==> src/rtl/log_dump_encoder.sv <==
// Drains logger FIFO samples on a DUMP request and streams them as ASCII hex lines to UART TX.
// Optional DUMP_CHECKSUM_EN appends '*' plus a per-line XOR checksum before each CR.
module log_dump_encoder #(
    parameter int SAMPLE_W = 8,
    parameter int LINE_LEN = 16
) (
    input  logic                clk,
    input  logic                rst_n,
    input  logic                dump_start,
    input  logic                abort,
    input  logic                fifo_empty,
    output logic                fifo_rd_en,
    input  logic [SAMPLE_W-1:0] fifo_rd_data,
    output logic [7:0]          tx_data,
    output logic                tx_valid,
    input  logic                tx_ready,
    output logic                busy,
    output logic                done
);

    typedef logic [7:0] byte_t;

    localparam int NCH = SAMPLE_W / 4;

    typedef enum logic [3:0] {
        IDLE, FETCH, CAPTURE, HEX, SEP, STAR, CHK, CR, LF, FINISH
    } state_t;

`ifdef DUMP_CHECKSUM_EN
    localparam state_t EOL = STAR;
`else
    localparam state_t EOL = CR;
`endif

    state_t              state, state_n;
    logic [SAMPLE_W-1:0] shreg, shreg_n;
    logic [7:0]          nib_cnt, nib_n;
    logic [7:0]          line_cnt, line_n;
    logic                sent, sent_n;
    logic                abort_pend, pend_n;
    logic                valid_n, busy_n, done_n;
    byte_t               data_n;
    logic                hs, abt, last_nib, line_full;
`ifdef DUMP_CHECKSUM_EN
    logic [SAMPLE_W-1:0] acc, acc_n;
`endif

    function automatic byte_t hex_char(input logic [3:0] n);
        return (n < 4'd10) ? (8'h30 + {4'h0, n}) : (8'h37 + {4'h0, n});
    endfunction

    assign hs        = tx_valid & tx_ready;
    assign abt       = abort | abort_pend;
    assign last_nib  = (nib_cnt == 8'(NCH - 1));
    assign line_full = ((line_cnt + 8'd1) == 8'(LINE_LEN));

    always_comb begin
        state_n    = state;
        shreg_n    = shreg;
        nib_n      = nib_cnt;
        line_n     = line_cnt;
        sent_n     = sent;
        pend_n     = abort_pend;
        fifo_rd_en = 1'b0;
`ifdef DUMP_CHECKSUM_EN
        acc_n      = acc;
`endif
        if (abort && state != IDLE && state != FINISH)
            pend_n = 1'b1;
        unique case (state)
            IDLE: begin
                // abort in the same cycle cancels the request outright
                if (dump_start && !abort) begin
                    state_n = FETCH;
                    line_n  = 8'd0;
                    nib_n   = 8'd0;
                    sent_n  = 1'b0;
                    pend_n  = 1'b0;
`ifdef DUMP_CHECKSUM_EN
                    acc_n   = '0;
`endif
                end
            end
            FETCH: begin
                if (abt)
                    state_n = FINISH;
                else if (!fifo_empty) begin
                    fifo_rd_en = 1'b1;
                    state_n    = CAPTURE;
                end else if (line_cnt != 8'd0)
                    state_n = EOL;
                else if (!sent)
                    state_n = CR;
                else
                    state_n = FINISH;
            end
            CAPTURE: begin
                if (abt)
                    state_n = FINISH;
                else begin
                    shreg_n = fifo_rd_data;
                    nib_n   = 8'd0;
                    sent_n  = 1'b1;
                    state_n = HEX;
`ifdef DUMP_CHECKSUM_EN
                    acc_n   = acc ^ fifo_rd_data;
`endif
                end
            end
            HEX: begin
                if (hs) begin
                    shreg_n = shreg << 4;
                    nib_n   = nib_cnt + 8'd1;
                    if (abt)
                        state_n = FINISH;
                    else if (last_nib) begin
                        nib_n   = 8'd0;
                        line_n  = line_cnt + 8'd1;
                        state_n = (line_full || fifo_empty) ? EOL : SEP;
                    end
                end
            end
            SEP: if (hs) state_n = abt ? FINISH : FETCH;
`ifdef DUMP_CHECKSUM_EN
            STAR: begin
                if (hs) begin
                    shreg_n = acc;
                    nib_n   = 8'd0;
                    state_n = abt ? FINISH : CHK;
                end
            end
            CHK: begin
                if (hs) begin
                    shreg_n = shreg << 4;
                    nib_n   = nib_cnt + 8'd1;
                    if (abt)
                        state_n = FINISH;
                    else if (last_nib) begin
                        nib_n   = 8'd0;
                        state_n = CR;
                    end
                end
            end
`endif
            CR: if (hs) state_n = abt ? FINISH : LF;
            LF: begin
                if (hs) begin
                    line_n = 8'd0;
`ifdef DUMP_CHECKSUM_EN
                    acc_n  = '0;
`endif
                    state_n = (abt || fifo_empty) ? FINISH : FETCH;
                end
            end
            FINISH: begin
                state_n = IDLE;
                pend_n  = 1'b0;
            end
            default: state_n = IDLE;
        endcase

        // outputs are registered from the state being entered
        valid_n = 1'b1;
        data_n  = 8'h00;
        unique case (state_n)
            HEX, CHK: data_n  = hex_char(shreg_n[SAMPLE_W-1 -: 4]);
            SEP:      data_n  = 8'h20;
            STAR:     data_n  = 8'h2A;
            CR:       data_n  = 8'h0D;
            LF:       data_n  = 8'h0A;
            default:  valid_n = 1'b0;
        endcase
        busy_n = (state_n != IDLE) && (state_n != FINISH);
        done_n = (state_n == FINISH);
    end

    always_ff @(posedge clk or negedge rst_n) begin
        if (!rst_n) begin
            state      <= IDLE;
            shreg      <= '0;
            nib_cnt    <= 8'd0;
            line_cnt   <= 8'd0;
            sent       <= 1'b0;
            abort_pend <= 1'b0;
            tx_valid   <= 1'b0;
            tx_data    <= 8'h00;
            busy       <= 1'b0;
            done       <= 1'b0;
`ifdef DUMP_CHECKSUM_EN
            acc        <= '0;
`endif
        end else begin
            state      <= state_n;
            shreg      <= shreg_n;
            nib_cnt    <= nib_n;
            line_cnt   <= line_n;
            sent       <= sent_n;
            abort_pend <= pend_n;
            tx_valid   <= valid_n;
            tx_data    <= data_n;
            busy       <= busy_n;
            done       <= done_n;
`ifdef DUMP_CHECKSUM_EN
            acc        <= acc_n;
`endif
        end
    end

endmodule
==> config.mk <==
export PLATFORM = sky130hd
export DESIGN_NAME = log_dump_encoder
export DESIGN_NICKNAME = d
export VERILOG_FILES = /design/src/rtl/log_dump_encoder.sv
export SDC_FILE = /design/constraint.sdc
export NUM_CORES = 1
export LEC_CHECK = 0
export CORE_UTILIZATION = 67
export DETAILED_ROUTE_END_ITERATION = 8
export DONT_BUFFER_PORTS = 1
export MAX_ROUTING_LAYER = met4
export PLACE_DENSITY_LB_ADDON = 0.25
export SETUP_SLACK_MARGIN = 0.4
export SLEW_MARGIN = 20
export SYNTH_ARGS = -nofsm -noshare
export SYNTH_HDL_FRONTEND = slang
export SYNTH_SLANG_ARGS = --single-unit
==> constraint.sdc <==
create_clock -name clk -period 5.8 [get_ports clk]
set_input_delay 1.16 -clock clk [delete_from_list [all_inputs] [get_ports clk]]
set_output_delay 1.16 -clock clk [all_outputs]
set_load 0.01 [all_outputs]
==> results of run 1 <==
[sequential cells by signal, indices dropped and copies added, names as in the netlist]
name / cells
state: 4
abort_pend: 1
nib_cnt: 8
tx_valid: 1
tx_data: 7
sent: 1
busy: 1
line_cnt: 8
shreg: 8
done: 1
[critical path, stage by stage]
cell     delay, ns
nor2_1        0.43
nand3_1       0.19
nor2_1        0.23
[cell families (layout without fill, tap and decap cells)]
kind of cell	Yosys count	in the layout	synth area share, %
buffers and inverters	22	18	4.75
other	1	1	0.167
xor gates and xnor gates	2	2	0.782
and+or+nand+nor	106	106	25.4
adders and majority gates	5	5	2.79
DFF	40	40	44.7
muxes	1	1	0.503
AOI/OAI and AO/OA	73	73	20.9
[layout by cell type (no fill, tap or decap), types with 2 or more instances in the layout]
cell type  Yosys  final
and3_1        10     10
o221ai_1       2      2
nor2b_1        8      8
nor3_1         5      5
clkbuf_4       0      5
o211ai_1       2      2
a21o_1         2      2
a221o_1        3      3
a21oi_1        6      6
nand2b_1      10     10
nand3_1       10     10
a22oi_1        2      2
a22o_1         4      4
o31ai_1        7      7
ha_1           5      5
dfrtp_1       40     40
nand2_1       23     23
o21ai_0       33     33
a31oi_1        4      4
nor2_1        24     24
and2_1         3      3
a221oi_1       2      2
inv_1         11     11
[worst min-delay path by stage]
stage,startpoint,endpoint,slack [ns],cells after the start
CTS,rst_n,line_cnt[6],0.48,0
finish,rst_n,line_cnt[5],0.48,0
detailed placement,nib_cnt[7],nib_cnt[7],0.48,1
global placement,shreg[2],shreg[2],0.47,1
floorplan,nib_cnt[7],nib_cnt[7],0.45,1
global route,rst_n,busy,0.46,0
[per-layer routing]
metal  global-route usage [%]  vias up
met5                        -        -
met4                     11.6        0
met3                     4.55       11
met2                     44.0      101
met1                     42.8      895
li1                         -      888
[power by group through the flow]
| stage | clock [W] | combinational (W) | sequential (W) |
|---|---|---|---|
| finish | 0.000138 | 0.000313 | 0.000401 |
| global route | 0.000149 | 0.000354 | 0.000409 |
| floorplan | 0 | 0.000284 | 0.000374 |
| detailed placement | 0 | 0.000307 | 0.000404 |
| CTS | 0.000139 | 0.000308 | 0.000399 |
| global placement | 0 | 0.000300 | 0.000403 |
[through the flow]
step           cells  area (sq um)
6_report         290          2280
5_1_grt          290          2280
4_1_cts          290          2280
3_5_place_dp     283          2230
3_3_place_gp     283          2230
2_1_floorplan    250          2240
[cell type report]
cell class                      count  area (sq um)  share of cell area, %
Clock inverter                      2          12.5                  0.549
Tap cell                           44          55.1                   2.41
Inverter                           11          41.3                   1.81
Clock buffer                        5          37.5                   1.65
Sequential cell                    40          1000                   43.9
Multi-Input combinational cell    188          1130                   49.7
==> flow_summary.json, run 1 <==
{
  "status": "complete, no violations",
  "design.die.area_sq_um": 3580,
  "cellLeakagePower_nw": 1.01,
  "rsz0062_at_grt": "false",
  "worstPathArrival_ns": 2.00,
  "top_layer_used": "met4",
  "yosysTopAreaCell": "dfrtp_1",
  "diodes": 0,
  "area_growth_pct": 1.79,
  "setup_viol": 0,
  "dr.pass1.iters": 5,
  "route.met2.wl_microns": 2040,
  "syn_area_sq_um": 2240,
  "worst_pin_slew_ns": 0.785,
  "io_buffers": 0,
  "critPathKind": "in2out",
  "synth_common_cells": "dfrtp_1 (40), o21ai_0 (33), nor2_1 (24)",
  "synth_edf_count": 0,
  "netSwitchingPower_w": 0.000355,
  "post-route-min-period_ns": 3.16,
  "cp-start-kind": "primary input",
  "seqPwrFrac_pct": 47.1,
  "antenna_found_initial": 0,
  "root_buffer": "clkbuf_4",
  "hpwl_microns": 3230,
  "grt_first_pass_wirelength_microns": 7770,
  "synth.avg_cell_area_sq_um": 8.96,
  "ir_drop_uv": 255,
  "die_w_microns": 59.8,
  "finalPower_w": 0.000851,
  "rr_endpoint": "tx_data[2]",
  "report.final.slew_viol_count": 0,
  "cts_htree_levels": 2,
  "post-place-ws_ns": 2.49,
  "ys.flop_type": "dfrtp_1",
  "cts_resized": 0,
  "critical_path.max_fanout": 10,
  "ff2ff_setup_slack_ns": 2.98,
  "nets": 265,
  "swShare_pct": 41.7,
  "ys_seq_area_share_pct": 44.7,
  "finalHoldViolations": 0,
  "powerDensity_nw_per_um2": 373,
  "wl_microns": 4610,
  "grt_pass1_vias": 1670,
  "ys_top_cells_by_area": "dfrtp_1 (45%), o21ai_0 (7.4%), nor2_1 (4.0%)",
  "ys_types": 49,
  "drt_iter0_markers": 236,
  "avgViaCountPerCell": 6.53,
  "startpoint": "abort",
  "synth-seq-cells": 40,
  "worstPathRequired_ns": 4.64,
  "cts_hold_buf": 0,
  "grt_overflow": 0,
  "drive_gt1_share_pct": 5.28,
  "skew_ns": 0.0215,
  "path_clk_slew_ns": 0.12,
  "r2r-start": "state[3]",
  "cts_buffers": 5,
  "hold_slack_ns": 0.479,
  "worstHoldPathType": "in2async",
  "gp_congestion": 0.960,
  "clock_sinks": 40,
  "clkPwrFrac_pct": 16.2,
  "grt_max_degree": 41,
  "fin_crit_sh_pct": 54.6,
  "tns_ns": 0,
  "drt-met1-wl_microns": 2180,
  "relSlewSlack_pct": 47.7,
  "maxCapViolCount": 0,
  "crit_end": "fifo_rd_en",
  "start_util_pct": 72.2,
  "detail_route.wl_per_cell_microns": 15.9,
  "vias": 1895,
  "core_sq_um": 3100,
  "max_freq_mhz": 316,
  "postCtsSetupRepairBufs": 0,
  "clock_latency_ns": 0.35,
  "ant_nets": 0,
  "track_usage_pct": 30.3,
  "syn-instance-count": 250,
  "syn-num-nets": 269,
  "io_pins": 26,
  "synth.most_common_cell": "dfrtp_1",
  "rows": 20,
  "synth_top_area_share_pct": 44.7,
  "cts_buffer_depth": 2,
  "setup_ws_ns": 2.64,
  "drc_errors": 0,
  "final_util_pct": 73.5,
  "end_kind": "output port",
  "r2r_cells": 9,
  "fp.dieH_microns": 59.8,
  "wl_met3_microns": 294,
  "internal_power_w": 0.000496,
  "async_reset_ff_share_pct": 100,
  "cts_tree": "done",
  "fillers": 257,
  "p_comb_share_pct": 36.7,
  "yosysWarnings": 0
}
Power figures use the tool's default switching activity.
==> run 2, diff against run 1 <==
--- a/config.mk
+++ b/config.mk
@@ -5,7 +5,7 @@
 export SDC_FILE = /design/constraint.sdc
 export NUM_CORES = 1
 export LEC_CHECK = 0
-export CORE_UTILIZATION = 67
+export CORE_UTILIZATION = 63
 export DETAILED_ROUTE_END_ITERATION = 8
 export DONT_BUFFER_PORTS = 1
 export MAX_ROUTING_LAYER = met4
==> constraint.sdc (replaced) <==
create_clock -name clk -period 3.28 [get_ports clk]
set_input_delay 0.656 -clock clk [delete_from_list [all_inputs] [get_ports clk]]
set_output_delay 0.656 -clock clk [all_outputs]
set_load 0.01 [all_outputs]
==> run 2 against run 1 <==
First-iteration DRC count up 2.1%. Register-to-register slack worse by 2.5 ns. Critical endpoint is now tx_data[2]. Critical path type is now reg2reg. Die area grew 6.1%. Worst setup slack got worse by 2.2 ns.
==> flow_summary.json, run 2 (synthesis gave the netlist of run 1 again) <==
{
  "p_comb_share_pct": 36.0,
  "report.final.slew_viol_count": 0,
  "io_pins": 26,
  "hpwl_microns": 3310,
  "end_kind": "flip-flop",
  "tns_ns": 0,
  "critPathKind": "reg2reg",
  "internal_power_w": 0.000973,
  "skew_ns": 0.0131,
  "fillers": 278,
  "fp.dieH_microns": 61.6,
  "seqPwrFrac_pct": 43.6,
  "rows": 21,
  "area_growth_pct": 5.81,
  "fin_crit_sh_pct": 85.5,
  "swShare_pct": 40.5,
  "place_area_sq_um": 2260,
  "grt_max_degree": 41,
  "rsz0062_at_grt": "true",
  "dr.pass1.iters": 5,
  "drc_errors": 0,
  "die_w_microns": 61.6,
  "status": "complete, no violations",
  "critical_path.max_fanout": 12,
  "detail_route.wl_per_cell_microns": 16.4,
  "cellLeakagePower_nw": 1.05,
  "post-route-min-period_ns": 2.80,
  "layout_common_cells": "dfrtp_1 (40), o21ai_0 (33), nor2_1 (23), nand2_1 (23), inv_1 (11)",
  "diodes": 0,
  "cts_buffers": 5,
  "final_common_cell": "dfrtp_1",
  "setup_viol": 0,
  "finalPower_w": 0.00163,
  "grt_first_pass_wirelength_microns": 7530,
  "postCtsSetupRepairBufs": 0,
  "top_regs": "line_cnt: 8 flops, nib_cnt: 8 flops, shreg: 8 flops",
  "ff2ff_setup_slack_ns": 0.48,
  "clock_latency_ns": 0.36,
  "clkPwrFrac_pct": 20.4,
  "antenna_found_initial": 0,
  "drt_iter0_markers": 241,
  "netSwitchingPower_w": 0.000661,
  "root_buffer": "clkbuf_4",
  "path_clk_slew_ns": 0.13,
  "worstHoldPathType": "in2async",
  "track_usage_pct": 28.2,
  "final_util_pct": 70.5,
  "io_buffers": 0,
  "powerDensity_nw_per_um2": 689,
  "relSlewSlack_pct": 53.0,
  "design.die.area_sq_um": 3800,
  "avgViaCountPerCell": 6.38,
  "cts_tree": "done",
  "wl_microns": 4890,
  "max_freq_mhz": 357,
  "cp-start-kind": "flip-flop",
  "startpoint": "state[0]",
  "fin_area_sq_um": 2370,
  "cts_htree_levels": 2,
  "grt_overflow": 0,
  "vias": 1901,
  "core_sq_um": 3360,
  "maxCapViolCount": 0,
  "start_util_pct": 66.6,
  "r2r-start": "state[0]",
  "gp_congestion": 0.965,
  "worstPathArrival_ns": 3.04,
  "finalHoldViolations": 0,
  "ir_drop_uv": 377,
  "worstPathRequired_ns": 3.52,
  "worst_pin_slew_ns": 0.705,
  "hold_slack_ns": 0.108,
  "cts_buffer_depth": 2,
  "ant_nets": 0,
  "drive_gt1_share_pct": 8.33,
  "grt_pass1_vias": 1639,
  "clock_sinks": 40,
  "nets": 270
}
run 2: changes by cell type in the layout (fill, tap and decap cells not counted), sizes merged:
cell	previous run	this run
buf	0	5
bufinv	0	1
run 2: worst paths after layout:
check,end,depth (start not counted)
max,tx_data[2],9
min,sent,1
max reg2reg,tx_data[2],9
min reg2reg,nib_cnt[7],1
max in group asynchronous,tx_data[5],1
min in group clk,shreg[1],1
run 2: power groups by stage:
stage / Combinational, W / Sequential, W / Clock, W
2_1_floorplan: 0.000503 / 0.000661 / 0
3_3_place_gp: 0.000547 / 0.000714 / 0
3_5_place_dp: 0.000556 / 0.000718 / 0
4_1_cts: 0.000572 / 0.000709 / 0.000341
5_1_grt: 0.000655 / 0.000727 / 0.000355
6_report: 0.000589 / 0.000713 / 0.000332
run 2: critical path, stage by stage, from the launching register on:
cell	delay, ns
dfrtp_1	0.54
and4bb_2	0.37
a32oi_1	0.57
a221o_1	0.35
inv_1	0.10
ha_1	0.22
nand2_1	0.06
mux2_2	0.34
nand2_1	0.07
a21oi_1	0.07
run 2: what timing repair did:
| action | CTS | global route |
|---|---|---|
| hold endpoints to repair | 40 | 0 |
| resized for setup | 0 | 2 |
| setup endpoints to repair | 0 | 7 |
| hold buffers | 1 | 0 |
run 2: metrics by stage:
step           setup slack, ns  instances
5_1_grt                  0.323        298
2_1_floorplan            0.749        250
3_5_place_dp             0.507        289
6_report                 0.476        298
3_3_place_gp             0.550        289
4_1_cts                  0.518        298
run 2: area by class of cell:
| type | instances | area (sq um) | share of cell area, % |
|---|---|---|---|
| sequential | 40 | 1000 | 42.2 |
| clock buffer | 5 | 37.5 | 1.58 |
| tap | 46 | 57.6 | 2.43 |
| inverter | 11 | 41.3 | 1.74 |
| timing repair buffer | 5 | 50.0 | 2.11 |
| clock inverter | 3 | 42.5 | 1.80 |
| multi-input combinational | 188 | 1140 | 48.1 |
run 2: routing by layer:
layer	vias up	routed length, microns	global-route usage (%)
li1	899	-	-
met4	0	140	12.7
met5	-	0	-
met3	17	363	6.09
met2	92	2170	40.7
met1	893	2210	37.9
==> run 3, diff against run 2 <==
--- a/config.mk
+++ b/config.mk
@@ -5,9 +5,8 @@
 export SDC_FILE = /design/constraint.sdc
 export NUM_CORES = 1
 export LEC_CHECK = 0
-export CORE_UTILIZATION = 63
+export CORE_UTILIZATION = 56
 export DETAILED_ROUTE_END_ITERATION = 8
-export DONT_BUFFER_PORTS = 1
 export MAX_ROUTING_LAYER = met4
 export PLACE_DENSITY_LB_ADDON = 0.25
 export SETUP_SLACK_MARGIN = 0.4
==> run 3 against run 2 <==
Via count up 3.1%. Die area up 12%. Worst setup slack worse by 0.0032 ns. Combinational power up 23%. Cell count rose by 9.1%.
==> flow_summary.json, run 3 (synthesis gave the netlist of run 1 again) <==
{
  "wl_microns": 4970,
  "path_clk_slew_ns": 0.07,
  "post-place-ws_ns": 0.254,
  "drt_iter0_markers": 359,
  "final_util_pct": 69.6,
  "start_util_pct": 59.8,
  "report.final.slew_viol_count": 0,
  "swShare_pct": 38.9,
  "worstPathRequired_ns": 2.62,
  "relSlewSlack_pct": 42.2,
  "ant_nets": 0,
  "critPathMaxStageDelay_ns": 0.54,
  "rsz0062_at_grt": "true",
  "top_regs": "line_cnt: 8 flops, nib_cnt: 8 flops, shreg: 8 flops",
  "final_common_cell": "dfrtp_1",
  "io_pins": 26,
  "max_freq_mhz": 356,
  "cts_tree": "done",
  "grt_max_degree": 41,
  "slowest_stage": "clkdlybuf4s50_1",
  "avgViaCountPerCell": 6.03,
  "clock_sinks": 40,
  "antenna_found_initial": 0,
  "skew_ns": 0.00816,
  "seqPwrFrac_pct": 40.2,
  "setup_ws_ns": 0.473,
  "status": "complete, no violations",
  "area_growth_pct": 16.3,
  "worst_pin_slew_ns": 0.867,
  "gp_congestion": 0.935,
  "post-route-min-period_ns": 2.81,
  "ir_drop_uv": 437,
  "r2r_cells": 10,
  "maxCapViolCount": 0,
  "io_buffers": 24,
  "cp-start-kind": "primary input",
  "cts_buffers": 5,
  "detail_route.wl_per_cell_microns": 15.3,
  "end_kind": "output port",
  "cts_hold_buf": 0,
  "critPathKind": "in2out",
  "drc_errors": 0,
  "layout_common_cells": "dfrtp_1 (40), o21ai_0 (33), nand2_1 (23), clkdlybuf4s50_1 (23), nor2_1 (22)",
  "grt_pass1_vias": 1899,
  "cp_cell_sequence": "clkdlybuf4s50_1 > nor2_2 > nand3_1 > nor2_1 > clkdlybuf4s50_1",
  "critical_path.max_fanout": 5,
  "internal_power_w": 0.00105,
  "cellLeakagePower_nw": 1.15,
  "netSwitchingPower_w": 0.000669,
  "hpwl_microns": 3620,
  "fp.dieH_microns": 65.2,
  "fin_crit_sh_pct": 85.6,
  "cts_buffer_depth": 2,
  "clkPwrFrac_pct": 17.8,
  "die_w_microns": 65.2,
  "drive_gt1_share_pct": 7.94,
  "rows": 22,
  "setup_viol": 0,
  "grt_overflow": 0,
  "worstHoldPathType": "in2async",
  "cpMostUsedCell": "clkdlybuf4s50_1",
  "vias": 1959,
  "finalHoldViolations": 0,
  "worstPathArrival_ns": 2.15,
  "core_sq_um": 3740,
  "clock_latency_ns": 0.29,
  "track_usage_pct": 27.7,
  "diodes": 0,
  "final_cells": 325,
  "dr.pass1.iters": 4,
  "nets": 296,
  "hold_slack_ns": 0.482,
  "place_inst": 318,
  "root_buffer": "clkbuf_8",
  "powerDensity_nw_per_um2": 661,
  "cts_htree_levels": 2,
  "grt_first_pass_wirelength_microns": 8740,
  "p_comb_share_pct": 42.0,
  "design.die.area_sq_um": 4260,
  "tns_ns": 0
}
-- run 3: cell types whose count changed in the layout (fill, tap and decap cells not counted), sizes merged --
cell,before,now
clkdlybuf4s50,0,23
buf,5,8
clkbuf,5,6
bufinv,1,0
clkinvlp,1,0
-- run 3: worst paths after layout --
check                                start     endpoint  slack [ns]
worst min-delay path                 rst_n  line_cnt[6]        0.48
worst min register to register    shreg[2]     shreg[2]        0.50
max in group asynchronous            rst_n  line_cnt[1]        2.25
worst max register to register  nib_cnt[1]         busy        0.68
worst max-delay path                 abort   fifo_rd_en        0.47
min in group clk                  shreg[2]     shreg[2]        0.50
-- run 3: cell type report --
| class | instances | area (sq um) |
|---|---|---|
| fillers | 304 | 1140 |
| clock buffers | 6 | 72.6 |
| well taps | 48 | 60.1 |
| multi-input cells | 188 | 1140 |
| clock inverters | 1 | 5.00 |
| flip-flops and latches | 40 | 1000 |
| inverters | 11 | 41.3 |
| repair buffers | 31 | 288 |
-- run 3: critical path, delay by kind of cell --
family,cells,cell delay [ns]
AND/OR/NAND/NOR,3,0.46
buffers and inverters,2,1.04
-- run 3: routing by layer --
layer / GRT usage (%) / share of wire, % / vias to the layer above
met3: 4.34 / 5.1 / 7
met2: 41.2 / 46 / 58
met5: - / 0 / -
met4: 9.78 / 1.2 / 0
li1: - / - / 949
met1: 38.6 / 47 / 945
-- run 3: what timing repair did --
action	4_1_cts	5_1_grt
endpoints found under the setup margin	1	2
buffers inserted	0	0
gates resized for setup	1	1
-- run 3: power groups by stage --
stage	sequential, W	combinational, W	clock (W)
after floorplan	0.000661	0.000503	0
after global placement	0.000692	0.000703	0
after detailed placement	0.000696	0.000714	0
after CTS	0.000688	0.000718	0.000314
after global routing	0.000708	0.000808	0.000334
final	0.000692	0.000723	0.000306
-- run 3: through the flow --
stage / area (sq um) / power [W]
after floorplan: 2240 / 0.00116
after global placement: 2520 / 0.00140
after detailed placement: 2520 / 0.00141
after CTS: 2600 / 0.00172
after global routing: 2610 / 0.00185
final: 2610 / 0.00172
